$ cat config.mk
export PLATFORM = sky130hd
export DESIGN_NAME = tea_stream_core
export DESIGN_NICKNAME = d
export VERILOG_FILES = /design/src/rtl/tea_pkg.sv /design/src/rtl/tea_cycle.sv /design/src/rtl/tea_stream_core.sv
export SDC_FILE = /design/constraint.sdc
export NUM_CORES = 2
export LEC_CHECK = 0
export ABC_AREA = 1
export CORE_ASPECT_RATIO = 1.5
export CORE_MARGIN = 2
export CORE_UTILIZATION = 40
export DETAILED_ROUTE_END_ITERATION = 10
export PLACE_DENSITY = 0.64
export RECOVER_POWER = 25
export SETUP_SLACK_MARGIN = 0.3
export SYNTH_ARGS = -nofsm -noshare
export SYNTH_HDL_FRONTEND = slang
export SYNTH_SLANG_ARGS = --single-unit
$ cat constraint.sdc
create_clock -name clk -period 8.8 [get_ports clk]
set_input_delay 1.76 -clock clk [delete_from_list [all_inputs] [get_ports clk]]
set_output_delay 1.76 -clock clk [all_outputs]
set_load 0.005 [all_outputs]
$ cat src/rtl/tea_pkg.sv
// Shared TEA/XTEA constants, state/encoding types and round-mix helpers.
package tea_pkg;

    localparam logic [31:0] DELTA = 32'h9E37_79B9;

    typedef enum logic [1:0] {
        IDLE,
        RUN,
        DONE
    } state_e;

    localparam logic MODE_ENC = 1'b0;
    localparam logic MODE_DEC = 1'b1;
    localparam logic ALG_TEA  = 1'b0;
    localparam logic ALG_XTEA = 1'b1;

    typedef logic [127:0] key_t;
    typedef logic [63:0]  blk_t;

    function automatic logic [31:0] tea_mix(
        input logic [31:0] v,
        input logic [31:0] s,
        input logic [31:0] ka,
        input logic [31:0] kb
    );
        return ((v << 4) + ka) ^ (v + s) ^ ((v >> 5) + kb);
    endfunction

    function automatic logic [31:0] xtea_mix(input logic [31:0] v);
        return ((v << 4) ^ (v >> 5)) + v;
    endfunction

    // k0 is the most significant word of the key
    function automatic logic [31:0] key_word(
        input key_t       k,
        input logic [1:0] i
    );
        return k[32 * (3 - int'(i)) +: 32];
    endfunction

endpackage

$ cat src/rtl/tea_cycle.sv
// One full TEA/XTEA cycle (both half-rounds), purely combinational.
module tea_cycle
    import tea_pkg::*;
(
    input  logic [63:0]  v,
    input  logic [127:0] key,
    input  logic [31:0]  sum,
    input  logic         mode,
    input  logic         alg,
    output logic [63:0]  v_next
);

    logic [31:0] v0, v1, n0, n1, sum_nx;

    always_comb begin
        v0     = v[63:32];
        v1     = v[31:0];
        n0     = v0;
        n1     = v1;
        sum_nx = (mode == MODE_DEC) ? sum - DELTA : sum + DELTA;
        unique case ({alg, mode})
            {ALG_TEA, MODE_ENC}: begin
                n0 = v0 + tea_mix(v1, sum, key_word(key, 2'd0), key_word(key, 2'd1));
                n1 = v1 + tea_mix(n0, sum, key_word(key, 2'd2), key_word(key, 2'd3));
            end
            {ALG_TEA, MODE_DEC}: begin
                n1 = v1 - tea_mix(v0, sum, key_word(key, 2'd2), key_word(key, 2'd3));
                n0 = v0 - tea_mix(n1, sum, key_word(key, 2'd0), key_word(key, 2'd1));
            end
            // XTEA steps sum between the halves, so the second half sees sum_nx
            {ALG_XTEA, MODE_ENC}: begin
                n0 = v0 + (xtea_mix(v1) ^ (sum + key_word(key, sum[1:0])));
                n1 = v1 + (xtea_mix(n0) ^ (sum_nx + key_word(key, sum_nx[12:11])));
            end
            {ALG_XTEA, MODE_DEC}: begin
                n1 = v1 - (xtea_mix(v0) ^ (sum + key_word(key, sum[12:11])));
                n0 = v0 - (xtea_mix(n1) ^ (sum_nx + key_word(key, sum_nx[1:0])));
            end
            default: ;
        endcase
        v_next = {n0, n1};
    end

endmodule

$ cat src/rtl/tea_stream_core.sv
// Streaming TEA/XTEA block core; one cycle per clock, ROUNDS+1 latency.
// Optional CBC chaining is enabled by defining TEA_CBC_EN.
module tea_stream_core
    import tea_pkg::*;
#(
    parameter int ROUNDS = 32
) (
    input  logic        clk,
    input  logic        reset_n,
    input  logic [63:0] key_in,
    input  logic        key_wr,
    input  logic        key_sel,
`ifdef TEA_CBC_EN
    input  logic        iv_wr,
    input  logic        in_chain,
`endif
    input  logic        in_valid,
    output logic        in_ready,
    input  logic [63:0] in_data,
    input  logic        in_mode,
    input  logic        in_alg,
    output logic        out_valid,
    input  logic        out_ready,
    output logic [63:0] out_data,
    output logic        busy
);

    localparam logic [5:0]  LAST    = 6'(ROUNDS - 1);
    localparam logic [31:0] SUM_DEC = 32'(ROUNDS) * DELTA;

    state_e      state_q, state_d;
    logic [5:0]  cnt_q, cnt_d;
    logic [31:0] sum_q, sum_d;
    blk_t        v_q, v_d, od_q, od_d;
    key_t        key_q, key_d;
    logic        mode_q, mode_d, alg_q, alg_d, ov_q, ov_d;
    logic        key_en, accept;
    blk_t        v_next, xin, omask;

    tea_cycle u_cycle (
        .v      (v_q),
        .key    (key_q),
        .sum    (sum_q),
        .mode   (mode_q),
        .alg    (alg_q),
        .v_next (v_next)
    );

`ifdef TEA_CBC_EN
    blk_t chain_q, chain_d, mask_q, mask_d;
    logic cenc_q, cenc_d;

    assign in_ready = (state_q == IDLE) && !key_wr && !iv_wr;
    assign key_en   = (state_q == IDLE) && key_wr && !iv_wr;
    assign xin      = (in_chain && in_mode == MODE_ENC) ? in_data ^ chain_q : in_data;
    assign omask    = mask_q;

    // Decrypt keeps the old chain as an output mask; encrypt chains on its result
    always_comb begin
        chain_d = chain_q;
        mask_d  = mask_q;
        cenc_d  = cenc_q;
        if (state_q == IDLE && iv_wr) chain_d = key_in;
        if (accept) begin
            cenc_d = in_chain && in_mode == MODE_ENC;
            mask_d = (in_chain && in_mode == MODE_DEC) ? chain_q : '0;
            if (in_chain && in_mode == MODE_DEC) chain_d = in_data;
        end
        if (state_q == DONE && !ov_q && cenc_q) chain_d = v_q;
    end

    always_ff @(posedge clk or negedge reset_n) begin
        if (!reset_n) begin
            chain_q <= '0;
            mask_q  <= '0;
            cenc_q  <= 1'b0;
        end else begin
            chain_q <= chain_d;
            mask_q  <= mask_d;
            cenc_q  <= cenc_d;
        end
    end
`else
    assign in_ready = (state_q == IDLE) && !key_wr;
    assign key_en   = (state_q == IDLE) && key_wr;
    assign xin      = in_data;
    assign omask    = '0;
`endif

    assign accept    = in_valid && in_ready;
    assign busy      = state_q != IDLE;
    assign out_valid = ov_q;
    assign out_data  = od_q;

    always_comb begin
        state_d = state_q;
        cnt_d   = cnt_q;
        sum_d   = sum_q;
        v_d     = v_q;
        mode_d  = mode_q;
        alg_d   = alg_q;
        key_d   = key_q;
        ov_d    = ov_q;
        od_d    = od_q;
        if (key_en) begin
            if (key_sel) key_d[127:64] = key_in;
            else         key_d[63:0]   = key_in;
        end
        unique case (state_q)
            IDLE: begin
                if (accept) begin
                    state_d = RUN;
                    cnt_d   = '0;
                    v_d     = xin;
                    mode_d  = in_mode;
                    alg_d   = in_alg;
                    if (in_mode == MODE_DEC)     sum_d = SUM_DEC;
                    else if (in_alg == ALG_TEA)  sum_d = DELTA;
                    else                         sum_d = '0;
                end
            end
            RUN: begin
                v_d   = v_next;
                sum_d = (mode_q == MODE_DEC) ? sum_q - DELTA : sum_q + DELTA;
                cnt_d = cnt_q + 6'd1;
                if (cnt_q == LAST) state_d = DONE;
            end
            // First DONE cycle registers the result, giving ROUNDS+1 latency
            DONE: begin
                if (!ov_q) begin
                    ov_d = 1'b1;
                    od_d = v_q ^ omask;
                end else if (out_ready) begin
                    ov_d    = 1'b0;
                    state_d = IDLE;
                end
            end
            default: state_d = IDLE;
        endcase
    end

    always_ff @(posedge clk or negedge reset_n) begin
        if (!reset_n) begin
            state_q <= IDLE;
            cnt_q   <= '0;
            sum_q   <= '0;
            v_q     <= '0;
            mode_q  <= 1'b0;
            alg_q   <= 1'b0;
            key_q   <= '0;
            ov_q    <= 1'b0;
            od_q    <= '0;
        end else begin
            state_q <= state_d;
            cnt_q   <= cnt_d;
            sum_q   <= sum_d;
            v_q     <= v_d;
            mode_q  <= mode_d;
            alg_q   <= alg_d;
            key_q   <= key_d;
            ov_q    <= ov_d;
            od_q    <= od_d;
        end
    end

endmodule
* Word-level counts from Yosys, hierarchy flattened
Index checks and enable logic that the tools add are counted. Widths: inputs -> output; s select.
Operators by class: shifts and indexed selects 4, reduce and logical (&&, ||, !) cells 14, bitwise gates (word level) 18, equal/unequal tests 10, add/subtract/negate cells 35, multiplexer cells 18
Operators with widths (number):
- $add 32x32->32 | 20
- $shiftx 128x32->32 | 3
- $xor 32x32->32 | 12
- $pmux 32 s4 | 2
- $add 27x32->32 | 4
- $mux 32 | 4
- $pmux 64 s2 | 1
- $shiftx 128x8->32 | 1
- $sub 32x32->32 | 4
- $xor 32x27->32 | 4
- $mux 64 | 1
- $pmux 32 s2 | 1
- $add 32x32->32 const B | 1
- $sub 32x32->32 const B | 1
- $pmux 6 s2 | 1
- $sub 2x2->3 const A | 4
- $reduce_and 2->1 | 5
- $mux 2 | 4
- $ne 2x2->1 const B | 4
- $add 6x1->6 const B | 1
- $eq 2x2->1 const B | 3
- $eq 6x5->1 const B | 1
- $mux 6 | 1
- $pmux 2 s3 | 1
- 8 further kinds | 15
Storage, ports and cells: word-level logic and storage cells 109, flip-flop bits (word level) 299, output and inout bits 67, bits of input ports 136

* Depth between registers and ports, before layout
word-level depth 11, depth in mapped cells 62, gate-level depth less buffers 62

* Hierarchy
A second synthesis with hierarchy kept.
Unflattened totals: cell total of the unflattened synthesis 9857, area total of the unflattened synthesis 63797.4 sq um
Modules (own cells, without submodules):
- tea_cycle | sequential area each 0.0 sq um, cells each 8222, times used 1, area an instance 49739.0 sq um
- tea_stream_core | sequential area each 7482.2 sq um, cells each 1635, times used 1, area an instance 14058.5 sq um

* Worst setup path after synthesis
Ideal clock, no wire load.
path type register -> register, from register sum_q[11], to register v_q[63], period minus slack after synthesis 8082 ps, buffers on the path 2, cell stages (with the launch flop) 58, setup time 116 ps, arrival time 7965 ps, path slack 718 ps, required time 8684 ps, cells stage by stage dfrtp_1 -> clkbuf_1 -> clkbuf_1 -> nor2_1 -> o22ai_1 -> ha_1 -> inv_1 -> fa_1 -> o21ai_2 -> nand2_1 -> nand2_1 -> a21boi_2 -> o21ai_2 -> a21boi_1 -> inv_1 -> nand2_1 -> nand2_1 -> a21boi_2 -> (+22 left out) -> or2_2 -> a21oi_1 -> nand3b_1 -> nand2_1 -> ha_1 -> nand4_1 -> inv_1 -> a221oi_1 -> o21a_1 -> nand2_1 -> nand2_1 -> nand2_1 -> inv_1 -> nand3_1 -> nand3_1 -> nand2_1 -> nand2_1 -> nand2_1
Between the ends: cells in the longest elaborated chain, start to end 11, elaborated cells between the ends (all ways) 32, classes of those cells add/sub: 18; shift: 1; mux: 3; bitwise: 10
Ends and longest elaborated chain:
- start, declared | line tea_stream_core.sv:33 | logic [31:0] sum_q, sum_d;
- start signal, assigned | line tea_stream_core.sv:156 | sum_q <= sum_d;
- $sub 2x2->3 | line tea_pkg.sv:38 | return k[32 * (3 - int'(i)) +: 32];
- $shiftx 128x32->32 | line tea_pkg.sv:38
- $add 32x32->32 | line tea_cycle.sv:36 | n1 = v1 - (xtea_mix(v0) ^ (sum + key_word(key, sum[12:11])));
- $xor 32x32->32 | line tea_cycle.sv:36
- $sub 32x32->32 | line tea_cycle.sv:36
- $xor 32x27->32 | line tea_pkg.sv:30 | return ((v << 4) ^ (v >> 5)) + v;
- $add 32x32->32 | line tea_pkg.sv:30
- $xor 32x32->32 | line tea_cycle.sv:37 | n0 = v0 - (xtea_mix(n1) ^ (sum_nx + key_word(key, sum_nx[1:0])));
- $sub 32x32->32 | line tea_cycle.sv:37
- $pmux 32 s4 (*) | line tea_cycle.sv:21 | unique case ({alg, mode})
- $pmux 64 s2 (*) | line tea_stream_core.sv:109 | unique case (state_q)
- end signal, assigned | line tea_stream_core.sv:157 | v_q <= v_d;
- end, declared | line tea_stream_core.sv:34 | blk_t v_q, v_d, od_q, od_d;
Mark *: on every way between the ends. The rest lies on a longest branch, timed or not. A chain may end at the register's enable or synchronous reset.

* Worst setup path in the final report
from register sum_q[11], to register v_q[57]
The elaborated chain is that of the path after synthesis.

==> results.txt <==
----------------------------------------------------
[Outcome]
  Status ... finished with violations
  Violations in the final reports ... DRC, capacitance limit, slew limit, setup timing

[CTS]
  Maximum root-to-sink buffer count ... 3
  Clock root buffer ... sky130_fd_sc_hd__clkbuf_16
  CTS tree ... yes
  Clock buffers created by TritonCTS ... 41
  Clock sinks ... about 300
  Worst skew pair latency ... roughly 700 ps
  Post-CTS clock slew at the launch and capture registers of the worst setup and hold paths ... 60 ps
  Max H-tree Level ... 2

[Drt]
  Number of optimization iterations in the first detailed-route pass ... 11
  Vias per std cell ... 5.982
  Average detailed-routed wire length per instance ... about 30 um
  Vias after detailed routing ... just over 80,000
  Count of nets left with antenna violations after detail routing ... 0
  Iter 0 DRT Violations ... between 10,000 and 15,000
  # DRC ... 2
  Post-detailed-routing wire length ... approximately 420,000 um

[Timing]
  Unrepaired setup endpoints after global routing ... true
  Minimum period implied by the final worst setup slack ... just under 9000 ps
  Fmax achieved ... 0.1119 GHz
  # setup viols final ... 7
  Tightest slew margin relative to the limit ... -275.3%
  Pin slew with the least headroom to its limit ... about 5600 ps
  Worst Hold Margin ... 484.6 ps
  Count of endpoints failing hold in the final timing report ... 0
  Minimum setup slack in the final design ... -137.4 ps
  Share of the clock period used by the worst path ... 101.6%
  Clock Skew ... 49.58 ps
  Number of max-slew violations in the final report ... 310

[Setup path]
  WP buf/inv ... 13
  Most common cell type on the critical path ... sky130_fd_sc_hd__buf_4
  Cell with the biggest individual delay on the critical path ... sky130_fd_sc_hd__dfrtp_2
  Worst path top cell family by delay ... simple AND/OR/NAND/NOR gates
  WP data required ... 9350 ps
  Peak per-stage delay on the critical path ... ~470 ps
  Data arrival time of the critical path ... 9480 ps
  Critical path capture point type ... flop
  Startpoint type of the worst setup path ... flop
  Critical path type ... flop to flop
  CP Max Fanout ... 6

[Global route]
  Final global-route overflow total ... 0
  Largest net degree at the start of global routing ... about 110
  Antenna violations before repair ... 29
  GR Util All Layers ... approximately 52%
  Vias in the first global route ... between 70,000 and 80,000
  Global-route wire length before repair ... about 570,000 um

[Synth]
  Number of distinct library cell variants in the gate-level netlist after synthesis ... 83
  Area share of the largest cell type after synthesis ... between 10% and 20%
  Combined area of all synthesized cells ... ~61,000 um2
  Dominant combinational cell family by area after synthesis ... compound AO/OA/AOI/OAI gates
  Most common cell in the synthesized netlist ... sky130_fd_sc_hd__nand2_1
  Ys flop type ... sky130_fd_sc_hd__dfrtp_1
  Post-synthesis simple-gate area fraction ... approximately a fifth
  Arithmetic-cell share of the synthesized area counting full adders, half adders and majority gates ... about 18%
  Leading post-synthesis cells by cell area ... sky130_fd_sc_hd__ha_1 17%, sky130_fd_sc_hd__dfrtp_1 12%, sky130_fd_sc_hd__nand2_1 12%, sky130_fd_sc_hd__xor2_1 10%, sky130_fd_sc_hd__a21oi_1 9.1%
  Gate Count Post-Synth ... 9,163
  Most common library cells after synthesis ... 1,889 x sky130_fd_sc_hd__nand2_1, 1,103 x sky130_fd_sc_hd__a21oi_1, 962 x sky130_fd_sc_hd__inv_1
  Warnings, synthesis ... 0
  Compound-cell area share of the yosys netlist ... between 20% and 30%
  Mux share of post-synthesis cell area ... less than 1%
  Register bit total from synthesis ... 299
  Sequential fraction of the synthesis area ... 12.35%
  Async set-or-reset flop fraction in the synthesized netlist ... 100.0%
  Top cell type by total area after synthesis ... sky130_fd_sc_hd__ha_1
  Count of flip-flops with a built-in enable after synthesis ... 0
  Synthesized-area fraction occupied by xor and xnor cells ... around 16%
  Synthesized net count ... 10,130
  Mean Syn Cell Area ... between 6 and 7 um2

[Final layout]
  Area overhead of the layout relative to synthesis ... 53.57%
  Layout cells sized above 1 ... between 30 and 40%
  Non-Filler Instances ... 13,870
  # nets final ... approximately 13,000

[Floorplan]
  Width of the chip ... between 300 and 400 um
  Area of the die ... between 150,000 and 200,000 um2
  CORE AREA ... 150,200 um2
  Overall die height ... 480.6 um
  Site Rows ... roughly 170
  Initial Util ... between 40% and 50%
  Top-level port count ... between 200 and 250

[Placed design]
  Setup Slack @ Placement ... -961.0 ps
  Number of I/O port buffers ... slightly above 200
  Final weighted congestion in routability-driven placement ... 1.202
  Half-perimeter wire length after detailed placement ... about 340,000 um
  Number of instances in the placed design ... roughly 14,000

[Hold path]
  Worst Hold Class ... flop to flop

[Flow run]
  Reported max-cap violation count ... 5

----------------------------------------------------
-- area by class of cell --
| cell class | instances | area (um2) |
|---|---|---|
| diodes | 24 | 60.06 |
| clock buffers | 51 | 1156 |
| clock inverters | 22 | 306.5 |
| fillers | 14060 | 57190 |
| inverters | 983 | 3739 |
| multi-input cells | 7682 | 54470 |
| flip-flops and latches | 299 | 7501 |
| well taps | 1936 | 2422 |
| repair buffers | 2876 | 23370 |
-- flip-flops by register name, indices dropped and copies added, names as in the netlist --
signal	cells
alg_q	1
cnt_q	6
key_q	128
mode_q	1
out_data	64
out_valid	1
state_q	2
sum_q	32
v_q	64
-- cell families (layout without fill, tap and decap cells) --
logic type      after synthesis  count (layout)
flops                       299             299
other cells                   0              24
mux                          13              13
compound gates             2728            2728
xor+xnor                   1087            1087
buf+inv                    1182            3932
fa+ha+maj                   835             835
simple gates               3019            3019
-- per-layer routing --
layer,vias to the layer above,part of all wire [%],track usage (%)
met1,38240,34,56.10
met4,12,16,63.24
met3,2291,10,14.86
li1,36710,-,-
met2,5735,41,75.97
met5,-,0.039,0.1252
-- path summary, 6_finish.rpt --
| kind | start | end | slack (ps) | cells past startpoint |
|---|---|---|---|---|
| max reg2reg | sum_q[11]$_DFFE_PN0P_ | v_q[57]$_DFFE_PN0P_ | -140 | 49 |
| max | sum_q[11]$_DFFE_PN0P_ | v_q[57]$_DFFE_PN0P_ | -140 | 49 |
| max in group asynchronous | reset_n | mode_q$_DFFE_PN0P_ | 880 | 2 |
| min in group asynchronous | reset_n | v_q[2]$_DFFE_PN0P_ | 3090 | 1 |
| min reg2reg | out_data[28]$_DFFE_PN0P_ | out_data[28]$_DFFE_PN0P_ | 480 | 2 |
| min | out_data[28]$_DFFE_PN0P_ | out_data[28]$_DFFE_PN0P_ | 480 | 2 |
-- worst reg2reg max path, delay by kind of cell (launching register included) --
kind	cells	cell delay, ps
flip-flops	1	470
AND/OR/NAND/NOR	15	2170
buffers and inverters	13	1710
adder cells (fa/ha/maj)	4	1380
XOR/XNOR	5	1100
AO/OA/AOI/OAI	12	2000
-- layout by cell type, fill, tap and decap left out, drive strengths merged, types with 47 or more instances in the layout --
cell	n
a21boi	61
a21o	56
a21oi	1145
a31oi	81
buf	2669
clkbuf	57
clkdlybuf4s50	200
dfrtp	299
ha	808
inv	979
nand2	1930
nand3	325
nand4	58
nor2	497
nor3	92
o211ai	70
o21ai	1069
o21bai	47
xnor2	360
xor2	725
-- what timing repair did --
action	CTS	global route
resized for setup	437	959
setup endpoints to repair	36	43
cloned	0	2
hold buffers	0	0
pin swaps	154	413
buffers inserted	60	122
-- per-stage QoR --
stage                     cell area [um2]  utilization (%)  setup TNS, ps
after detailed placement            83860            55.83          -9143
after floorplan                     60580                -              0
after global placement              83860            55.83          -8152
after global routing                92980            61.89          -6481
after CTS                           87730            58.40              0
final                               93030            61.93         -389.4
Power is not shown: default switching activity piles up to over one toggle a cycle in this logic, so the estimate is an artifact.
